[src/rtl/banner_pkg.sv]
// Shared types and default geometry for the banner animator.
// The optional blink feature is selected with BANNER_BLINK_EN.
package banner_pkg;

  typedef enum logic [2:0] {
    ST_HIDDEN    = 3'd0,
    ST_SLIDE_IN  = 3'd1,
    ST_HOLD      = 3'd2,
    ST_SLIDE_OUT = 3'd3,
    ST_DONE      = 3'd4
  } banner_state_t;

  localparam int BANNER_COORD_W  = 10;
  typedef logic [BANNER_COORD_W-1:0] coord_t;

  localparam int BANNER_X_CENTER = 320;
  localparam int BANNER_Y_HIDE   = 0;
  localparam int BANNER_Y_TARGET = 50;
  localparam int BANNER_STEP     = 2;
  localparam int BANNER_SIZE     = 41;
  localparam int BANNER_WIDTH    = 80;
  localparam int BANNER_HEIGHT   = 16;
  localparam int BANNER_HOLD     = 0;
  localparam int BANNER_BLINK    = 30;
  localparam int BANNER_CNT_W    = 16;

  // Counters reach zero on the last frame of a period, so they are loaded with N-1.
  function automatic logic [BANNER_CNT_W-1:0] frames_to_load(input int frames);
    if (frames > 1) begin
      return BANNER_CNT_W'(frames - 1);
    end else begin
      return {BANNER_CNT_W{1'b0}};
    end
  endfunction

endpackage

[src/rtl/banner_animator_if.sv]
// Request/status bundle between the game FSM (master) and the banner animator (slave).
interface banner_animator_if #(
  parameter int COORD_W = 10
);
  logic               show;
  logic               dismiss;
  logic [COORD_W-1:0] BannerX;
  logic [COORD_W-1:0] BannerY;
  logic [COORD_W-1:0] BannerS;
  logic [COORD_W-1:0] BannerWidth;
  logic [COORD_W-1:0] BannerHeight;
  logic               BannerVisible;
  logic [2:0]         BannerState;
  logic               BannerDone;

  modport master (
    output show, dismiss,
    input  BannerX, BannerY, BannerS, BannerWidth, BannerHeight,
    input  BannerVisible, BannerState, BannerDone
  );

  modport slave (
    input  show, dismiss,
    output BannerX, BannerY, BannerS, BannerWidth, BannerHeight,
    output BannerVisible, BannerState, BannerDone
  );
endinterface

[src/rtl/banner_frame_counter.sv]
// Load/decrement frame counter with a registered zero flag; saturates at zero.
module banner_frame_counter #(
  parameter int CNT_W = 16
) (
  input  logic             frame_clk,
  input  logic             Reset_n,
  input  logic             load_i,
  input  logic [CNT_W-1:0] load_val_i,
  input  logic             dec_i,
  output logic             zero_o
);

  logic [CNT_W-1:0] cnt_q;
  logic [CNT_W-1:0] cnt_d;
  logic             zero_q;

  // Next count: load wins over decrement.
  always_comb begin
    if (load_i) begin
      cnt_d = load_val_i;
    end else if (dec_i && (cnt_q != {CNT_W{1'b0}})) begin
      cnt_d = cnt_q - {{(CNT_W-1){1'b0}}, 1'b1};
    end else begin
      cnt_d = cnt_q;
    end
  end

  // Count and zero-flag registers.
  always_ff @(posedge frame_clk or negedge Reset_n) begin
    if (!Reset_n) begin
      cnt_q  <= {CNT_W{1'b0}};
      zero_q <= 1'b1;
    end else begin
      cnt_q  <= cnt_d;
      zero_q <= (cnt_d == {CNT_W{1'b0}});
    end
  end

  assign zero_o = zero_q;

endmodule

[src/rtl/banner_animator.sv]
// Banner sprite animator: slides in, holds, slides out, reports phase.
// Optional HOLD blink enabled by defining BANNER_BLINK_EN.
module banner_animator
  import banner_pkg::*;
#(
  parameter int COORD_W      = BANNER_COORD_W,
  parameter int X_CENTER     = BANNER_X_CENTER,
  parameter int Y_HIDE       = BANNER_Y_HIDE,
  parameter int Y_TARGET     = BANNER_Y_TARGET,
  parameter int STEP         = BANNER_STEP,
  parameter int SIZE         = BANNER_SIZE,
  parameter int WIDTH        = BANNER_WIDTH,
  parameter int HEIGHT       = BANNER_HEIGHT,
  parameter int HOLD_FRAMES  = BANNER_HOLD,
  parameter int BLINK_FRAMES = BANNER_BLINK
) (
  input  logic              frame_clk,
  input  logic              Reset_n,
  banner_animator_if.slave  bus
);

  localparam int EXT_W = COORD_W + 1;
  typedef logic [EXT_W-1:0] ext_t;

  localparam ext_t HIDE_X      = ext_t'(Y_HIDE);
  localparam ext_t TARGET_X    = ext_t'(Y_TARGET);
  localparam ext_t STEP_X      = ext_t'(STEP);
  localparam ext_t HIDE_PLUS_X = ext_t'(Y_HIDE + STEP);

  localparam logic [COORD_W-1:0] Y_HIDE_C   = COORD_W'(Y_HIDE);
  localparam logic [COORD_W-1:0] Y_TARGET_C = COORD_W'(Y_TARGET);

  localparam bit                    HOLD_TO_EN = (HOLD_FRAMES > 32'sd0);
  localparam logic [BANNER_CNT_W-1:0] HOLD_LOAD = frames_to_load(HOLD_FRAMES);

  if (STEP < 32'sd1) begin : g_bad_step
    $error("banner_animator: STEP must be positive");
  end
  if (Y_HIDE >= Y_TARGET) begin : g_bad_rows
    $error("banner_animator: Y_HIDE must be below Y_TARGET");
  end
  if (BLINK_FRAMES < 32'sd1) begin : g_bad_blink
    $error("banner_animator: BLINK_FRAMES must be positive");
  end

  banner_state_t      state_q;
  logic [COORD_W-1:0] y_q;
  logic               vis_q;
  logic               done_q;

  ext_t y_ext_s;
  ext_t y_up_s;
  ext_t y_dn_s;
  logic arrive_s;
  logic depart_s;
  logic hold_load_s;
  logic hold_dec_s;
  logic hold_zero_s;
  logic hold_timeout_s;
  logic blink_vis_s;

  // Widened arithmetic so targets near the top of the range never wrap.
  always_comb begin
    y_ext_s        = {1'b0, y_q};
    y_up_s         = y_ext_s + STEP_X;
    y_dn_s         = y_ext_s - STEP_X;
    arrive_s       = (y_up_s >= TARGET_X);
    depart_s       = (y_ext_s <= HIDE_PLUS_X);
    hold_load_s    = (state_q == ST_SLIDE_IN) && !bus.dismiss && arrive_s;
    hold_dec_s     = (state_q == ST_HOLD);
    hold_timeout_s = HOLD_TO_EN && (state_q == ST_HOLD) && hold_zero_s;
  end

  banner_frame_counter #(
    .CNT_W (BANNER_CNT_W)
  ) u_hold_cnt (
    .frame_clk  (frame_clk),
    .Reset_n    (Reset_n),
    .load_i     (hold_load_s),
    .load_val_i (HOLD_LOAD),
    .dec_i      (hold_dec_s),
    .zero_o     (hold_zero_s)
  );

`ifdef BANNER_BLINK_EN
  localparam logic [BANNER_CNT_W-1:0] BLINK_LOAD = frames_to_load(BLINK_FRAMES);

  logic blink_load_s;
  logic blink_zero_s;

  // The blink period restarts on HOLD entry and on every toggle.
  always_comb begin
    blink_load_s = hold_load_s || ((state_q == ST_HOLD) && blink_zero_s);
    blink_vis_s  = blink_zero_s ? ~vis_q : vis_q;
  end

  banner_frame_counter #(
    .CNT_W (BANNER_CNT_W)
  ) u_blink_cnt (
    .frame_clk  (frame_clk),
    .Reset_n    (Reset_n),
    .load_i     (blink_load_s),
    .load_val_i (BLINK_LOAD),
    .dec_i      (hold_dec_s),
    .zero_o     (blink_zero_s)
  );
`else
  assign blink_vis_s = 1'b1;
`endif

  // Banner phase FSM with registered position, visibility and done flag.
  always_ff @(posedge frame_clk or negedge Reset_n) begin
    if (!Reset_n) begin
      state_q <= ST_HIDDEN;
      y_q     <= Y_HIDE_C;
      vis_q   <= 1'b0;
      done_q  <= 1'b0;
    end else begin
      case (state_q)
        ST_HIDDEN: begin
          if (bus.show) begin
            state_q <= ST_SLIDE_IN;
            vis_q   <= 1'b1;
          end
        end
        ST_SLIDE_IN: begin
          vis_q <= 1'b1;
          if (bus.dismiss) begin
            state_q <= ST_SLIDE_OUT;
          end else if (arrive_s) begin
            state_q <= ST_HOLD;
            y_q     <= Y_TARGET_C;
          end else begin
            y_q <= y_up_s[COORD_W-1:0];
          end
        end
        ST_HOLD: begin
          if (bus.dismiss || hold_timeout_s) begin
            state_q <= ST_SLIDE_OUT;
            vis_q   <= 1'b1;
          end else begin
            vis_q <= blink_vis_s;
          end
        end
        ST_SLIDE_OUT: begin
          vis_q <= 1'b1;
          if (depart_s) begin
            state_q <= ST_DONE;
            y_q     <= Y_HIDE_C;
            vis_q   <= 1'b0;
            done_q  <= 1'b1;
          end else begin
            y_q <= y_dn_s[COORD_W-1:0];
          end
        end
        ST_DONE: begin
          if (!bus.show) begin
            state_q <= ST_HIDDEN;
            done_q  <= 1'b0;
          end
        end
        default: begin
          state_q <= ST_HIDDEN;
          y_q     <= Y_HIDE_C;
          vis_q   <= 1'b0;
          done_q  <= 1'b0;
        end
      endcase
    end
  end

  assign bus.BannerX       = COORD_W'(X_CENTER);
  assign bus.BannerS       = COORD_W'(SIZE);
  assign bus.BannerWidth   = COORD_W'(WIDTH);
  assign bus.BannerHeight  = COORD_W'(HEIGHT);
  assign bus.BannerY       = y_q;
  assign bus.BannerVisible = vis_q;
  assign bus.BannerState   = state_q;
  assign bus.BannerDone    = done_q;

endmodule

[src/flat_wrapper.sv]
// flat-port wrapper written by rule: the top's interface ports become plain ports
module banner_animator_flat import banner_pkg::*;
#(
  parameter int COORD_W      = BANNER_COORD_W,
  parameter int X_CENTER     = BANNER_X_CENTER,
  parameter int Y_HIDE       = BANNER_Y_HIDE,
  parameter int Y_TARGET     = BANNER_Y_TARGET,
  parameter int STEP         = BANNER_STEP,
  parameter int SIZE         = BANNER_SIZE,
  parameter int WIDTH        = BANNER_WIDTH,
  parameter int HEIGHT       = BANNER_HEIGHT,
  parameter int HOLD_FRAMES  = BANNER_HOLD,
  parameter int BLINK_FRAMES = BANNER_BLINK
)
  (frame_clk, Reset_n, bus_show, bus_dismiss, bus_BannerX, bus_BannerY, bus_BannerS, bus_BannerWidth, bus_BannerHeight, bus_BannerVisible, bus_BannerState, bus_BannerDone);
  banner_animator_if #(.COORD_W(COORD_W)) bus_i ();
  input  logic frame_clk;
  input  logic Reset_n;
  input wire logic [$bits(bus_i.show)-1:0] bus_show;
  input wire logic [$bits(bus_i.dismiss)-1:0] bus_dismiss;
  output wire logic [$bits(bus_i.BannerX)-1:0] bus_BannerX;
  output wire logic [$bits(bus_i.BannerY)-1:0] bus_BannerY;
  output wire logic [$bits(bus_i.BannerS)-1:0] bus_BannerS;
  output wire logic [$bits(bus_i.BannerWidth)-1:0] bus_BannerWidth;
  output wire logic [$bits(bus_i.BannerHeight)-1:0] bus_BannerHeight;
  output wire logic [$bits(bus_i.BannerVisible)-1:0] bus_BannerVisible;
  output wire logic [$bits(bus_i.BannerState)-1:0] bus_BannerState;
  output wire logic [$bits(bus_i.BannerDone)-1:0] bus_BannerDone;
  assign bus_i.show = bus_show;
  assign bus_i.dismiss = bus_dismiss;
  assign bus_BannerX = bus_i.BannerX;
  assign bus_BannerY = bus_i.BannerY;
  assign bus_BannerS = bus_i.BannerS;
  assign bus_BannerWidth = bus_i.BannerWidth;
  assign bus_BannerHeight = bus_i.BannerHeight;
  assign bus_BannerVisible = bus_i.BannerVisible;
  assign bus_BannerState = bus_i.BannerState;
  assign bus_BannerDone = bus_i.BannerDone;
  banner_animator #(.COORD_W(COORD_W), .X_CENTER(X_CENTER), .Y_HIDE(Y_HIDE), .Y_TARGET(Y_TARGET), .STEP(STEP), .SIZE(SIZE), .WIDTH(WIDTH), .HEIGHT(HEIGHT), .HOLD_FRAMES(HOLD_FRAMES), .BLINK_FRAMES(BLINK_FRAMES)) u_core (.frame_clk(frame_clk), .Reset_n(Reset_n), .bus(bus_i));
endmodule
[config.mk]
export PLATFORM = sky130hd
export DESIGN_NAME = banner_animator_flat
export DESIGN_NICKNAME = d
export VERILOG_FILES = /design/src/rtl/banner_pkg.sv /design/src/rtl/banner_animator_if.sv /design/src/rtl/banner_frame_counter.sv /design/src/rtl/banner_animator.sv /design/src/flat_wrapper.sv
export SDC_FILE = /design/constraint.sdc
export NUM_CORES = 1
export LEC_CHECK = 0
export CELL_PAD_IN_SITES_DETAIL_PLACEMENT = 1
export CELL_PAD_IN_SITES_GLOBAL_PLACEMENT = 1
export CORE_ASPECT_RATIO = 1.5
export CORE_MARGIN = 3
export CORE_UTILIZATION = 31
export CTS_CLUSTER_DIAMETER = 200
export DETAILED_ROUTE_END_ITERATION = 6
export PLACE_DENSITY_LB_ADDON = 0.12
export SYNTH_ARGS = -nofsm -noshare
export SYNTH_HDL_FRONTEND = slang
export SYNTH_SLANG_ARGS = --single-unit
[constraint.sdc]
create_clock -name frame_clk -period 2.35 [get_ports frame_clk]
set_clock_uncertainty 0.05 [all_clocks]
set_input_delay 0.47 -clock frame_clk [delete_from_list [all_inputs] [get_ports frame_clk]]
set_output_delay 0.47 -clock frame_clk [all_outputs]
set_load 0.01 [all_outputs]
==> results of run 1 <==
state kept, by name, indices dropped and copies added (netlist names):
register / flops
u_core.bus.BannerDone: 1
u_core.bus.BannerState: 3
u_core.bus.BannerVisible: 1
u_core.bus.BannerY: 9
worst max-delay path: cells and delay by family (launching register included):
| kind | cells | cell delay [ns] |
|---|---|---|
| flops | 1 | 0.47 |
| xor+xnor | 1 | 0.21 |
| fa+ha+maj | 1 | 0.36 |
| simple gates | 1 | 0.13 |
| compound gates | 3 | 0.84 |
per-stage QoR:
| stage | instance area (um2) | hold slack (ns) | util, % | total power, W | std cells |
|---|---|---|---|---|---|
| 6_report | 1480 | 0.448 | 34.0 | 0.00197 | 227 |
| 5_1_grt | 1480 | 0.474 | 34.0 | 0.00216 | 227 |
| 4_1_cts | 1470 | 0.442 | 33.9 | 0.00198 | 227 |
| 3_5_place_dp | 1430 | 0.423 | 32.9 | 0.00177 | 224 |
| 3_3_place_gp | 1430 | 0.414 | 32.9 | 0.00174 | 224 |
| 2_1_floorplan | 1580 | 0.124 | - | 0.00144 | 212 |
layout make-up:
cell class / count / area, um2
fillers: 547 / 2870
multi-input cells: 137 / 813
flip-flops and latches: 14 / 350
repair buffers: 20 / 193
well taps: 46 / 57.6
clock buffers: 3 / 41.3
inverters: 7 / 26.3
worst max path at each step:
stage                                startpoint                         to  slack (ns)  depth (start not counted)
after floorplan           u_core.bus.BannerY[1]      u_core.bus.BannerY[3]        0.29                          8
after global placement              bus_dismiss      u_core.bus.BannerY[3]        0.21                          6
after detailed placement            bus_dismiss      u_core.bus.BannerY[3]        0.14                          6
after CTS                 u_core.bus.BannerY[1]  u_core.bus.BannerState[1]        0.12                          5
after global routing      u_core.bus.BannerY[1]      u_core.bus.BannerY[3]       0.004                          6
final                     u_core.bus.BannerY[1]      u_core.bus.BannerY[3]        0.17                          6
timing repair:
action                                  CTS  global route
gates resized for setup                   0             1
endpoints found under the setup margin    0             4
buffers inserted                          0             0
cell families after synthesis:
family,Yosys count
flip-flops,14
AND/OR/NAND/NOR,45
buffers and inverters,61
XOR/XNOR,4
multiplexers,3
AO/OA/AOI/OAI,41
other,2
adder cells (fa/ha/maj),3
where the power goes:
group | internal (W) | total (W) | switching [W]
Sequential | 0.000343 | 0.000582 | 0.000239
Clock | 0.000113 | 0.000201 | 0.0000878
Combinational | 0.000546 | 0.00119 | 0.000640
Yosys cell counts, types with 2 or more instances:
cell       n  share of area, %
nand3b_1   2               1.0
a21o_1     2               1.0
o211ai_1   4               2.1
dfrtp_1   14                24
conb_1     2              0.52
o221ai_1   2               1.2
buf_4     43                23
xnor2_1    2               1.2
buf_2      8               2.8
and4_1     2               1.2
nor2_1    13               3.4
a21oi_1    7               2.4
mux2i_1    3               2.1
buf_6      3               2.4
a31oi_1    2              0.87
nand3_1    7               2.4
nand2_1    8               2.1
a211oi_1   2               1.0
inv_1      7               1.8
xor2_1     2               1.2
nor4_1     2              0.87
o21ai_0    9               3.1
ha_1       3               2.6
layout by cell type, fill, tap and decap left out, types with 2 or more instances in the layout:
master	netlist	layout
xnor2_1	2	2
inv_1	7	7
buf_4	43	3
and4_1	2	2
o221ai_1	2	2
conb_1	2	41
o211ai_1	4	4
clkdlybuf4s50_1	0	17
o21ai_0	9	9
nor4_1	2	2
nand3_1	7	7
a21o_1	2	2
ha_1	3	3
nand2_1	8	8
nand3b_1	2	2
mux2i_1	3	3
clkbuf_8	0	3
a211oi_1	2	2
xor2_1	2	2
nor2_1	13	13
a31oi_1	2	2
dfrtp_1	14	14
a21oi_1	7	7
metal layers:
metal / wire (um) / global-route usage (%) / part of all wire (%)
met1: 1420 / 17.9 / 38
met3: 164 / 1.73 / 4.4
met4: 34 / 3.67 / 0.91
met2: 2100 / 26.6 / 56
met5: 0 / 0 / 0
==> flow_summary.ini, run 1 <==
[clock_tree]
clockBufferDepth = 2
clkTransAtPathRegs_ns = 0.06
clk_latency_ns = 0.24
htree_levels = 1
clock-sinks = 14
cts_root_buf = clkbuf_8
cts_tree = built
ctsHoldBuffers = 0
cts_made_buffers = 3

[setup_path]
critical_path_class = flop to flop
cp_data_arrival_time_ns = 2.25
reg2reg_from = u_core.bus.BannerY[1]
crit_required_ns = 2.42
path_max_fanout = 8
crit_path_end_kind = flop
critPathLaunchType = flop
critPathSlowestCell = dfrtp_1
rrSetupSlack_ns = 0.17
crit_path_cell_trace = ha_1, nand3_1, xor2_1, o32a_1, a32o_2, a2bb2oi_2
r2r-end = u_core.bus.BannerY[3]
cpPeakStageDelay_ns = 0.47
reg2reg_depth = 6

[floorplanning]
rows = 29
die_w_um = 61.5
coreArea_mm2 = 0.00435
die_h_um = 89.3
initial_core_util_pct = 32.9
die_area_mm2 = 0.00549
io_pins = 59

[global_route]
grt.total_usage_pct = 14.7
grt_start_max_net_pins = 15
grt_pass1_vias = 1172
antenna_found_initial = 0
overflow = 0
grt_pass1_wl_um = 6090

[yosys]
synthXorXnorAreaFrac_pct = 2.45
synthDistinctLibCells = 47
synth_top_family_by_area = buffers and inverters
ys_ff_latch = 14
ys_seq_area_share_pct = 24.5
syn_area_mm2 = 0.00143
synthSimpleGateAreaFrac_pct = 17.5
synthCells = 173
synth-compound-area-share_pct = 20.9
synth_mux_area_share_pct = 2.10
synth_area_per_cell_um2 = 8.28
ys.flop_type = dfrtp_1
synth-async-reset-ratio_pct = 100
yosys_warnings = 0
synth_fa_ha_area_share_pct = 2.62
synth_edf_count = 0

[cells_and_area]
drive_gt1_share_pct = 8.84
area_growth_pct = 3.41
antenna_cells = 0
fin_nets = 190

[power]
p_leak_nw = 0.653
p_per_area_mw_per_mm2 = 1330
irDropWorstVdd_mv = 0.517

[drt]
wl_per_cell_um = 16.4
drt-initial-drc-count = 33
dr_total_vias = 1158
antenna_left = 0
viasPerCell = 5.10
post-route-drc-count = 0
routed_wl_um = 3720
drt_first_pass_iters = 4

[placed_design]
place_ws_ns = 0.136
gp_routability_congestion = 0.831
hpwl_um = 2910
portBuffers = 17

[sta]
rsz0062_at_grt = no
worst_slew_pin_slew_ns = 0.513
final.setup.tns_ns = 0
finalSetupViolCount = 0
fin_crit_ns = 2.18
finalCritPeriodShare_pct = 92.8
fmax_mhz = 458
report.final.slew_viol_count = 0
max_slew_margin_pct = 65.5
fin_ws_ns = 0.169
hold_viol_final = 0

[outcome]
status = completed

[hold_path]
hp-start = u_core.bus.BannerVisible
holdPathEnd = u_core.bus.BannerVisible
hold_class = flop to flop
hold_path_depth = 1

[flow_run]
maxCapViolations = 0
Power figures use the tool's default switching activity.
==> run 2: changes to the inputs <==
- CTS_CLUSTER_SIZE: default -> 40
==> results of run 2 <==
The final DEF is identical to that of run 1; final timing and power are the same.
==> run 3: changes to the inputs <==
- CTS_CLUSTER_SIZE: 40 -> default
==> results of run 3 <==
The final DEF is identical to that of run 1; final timing and power are the same.
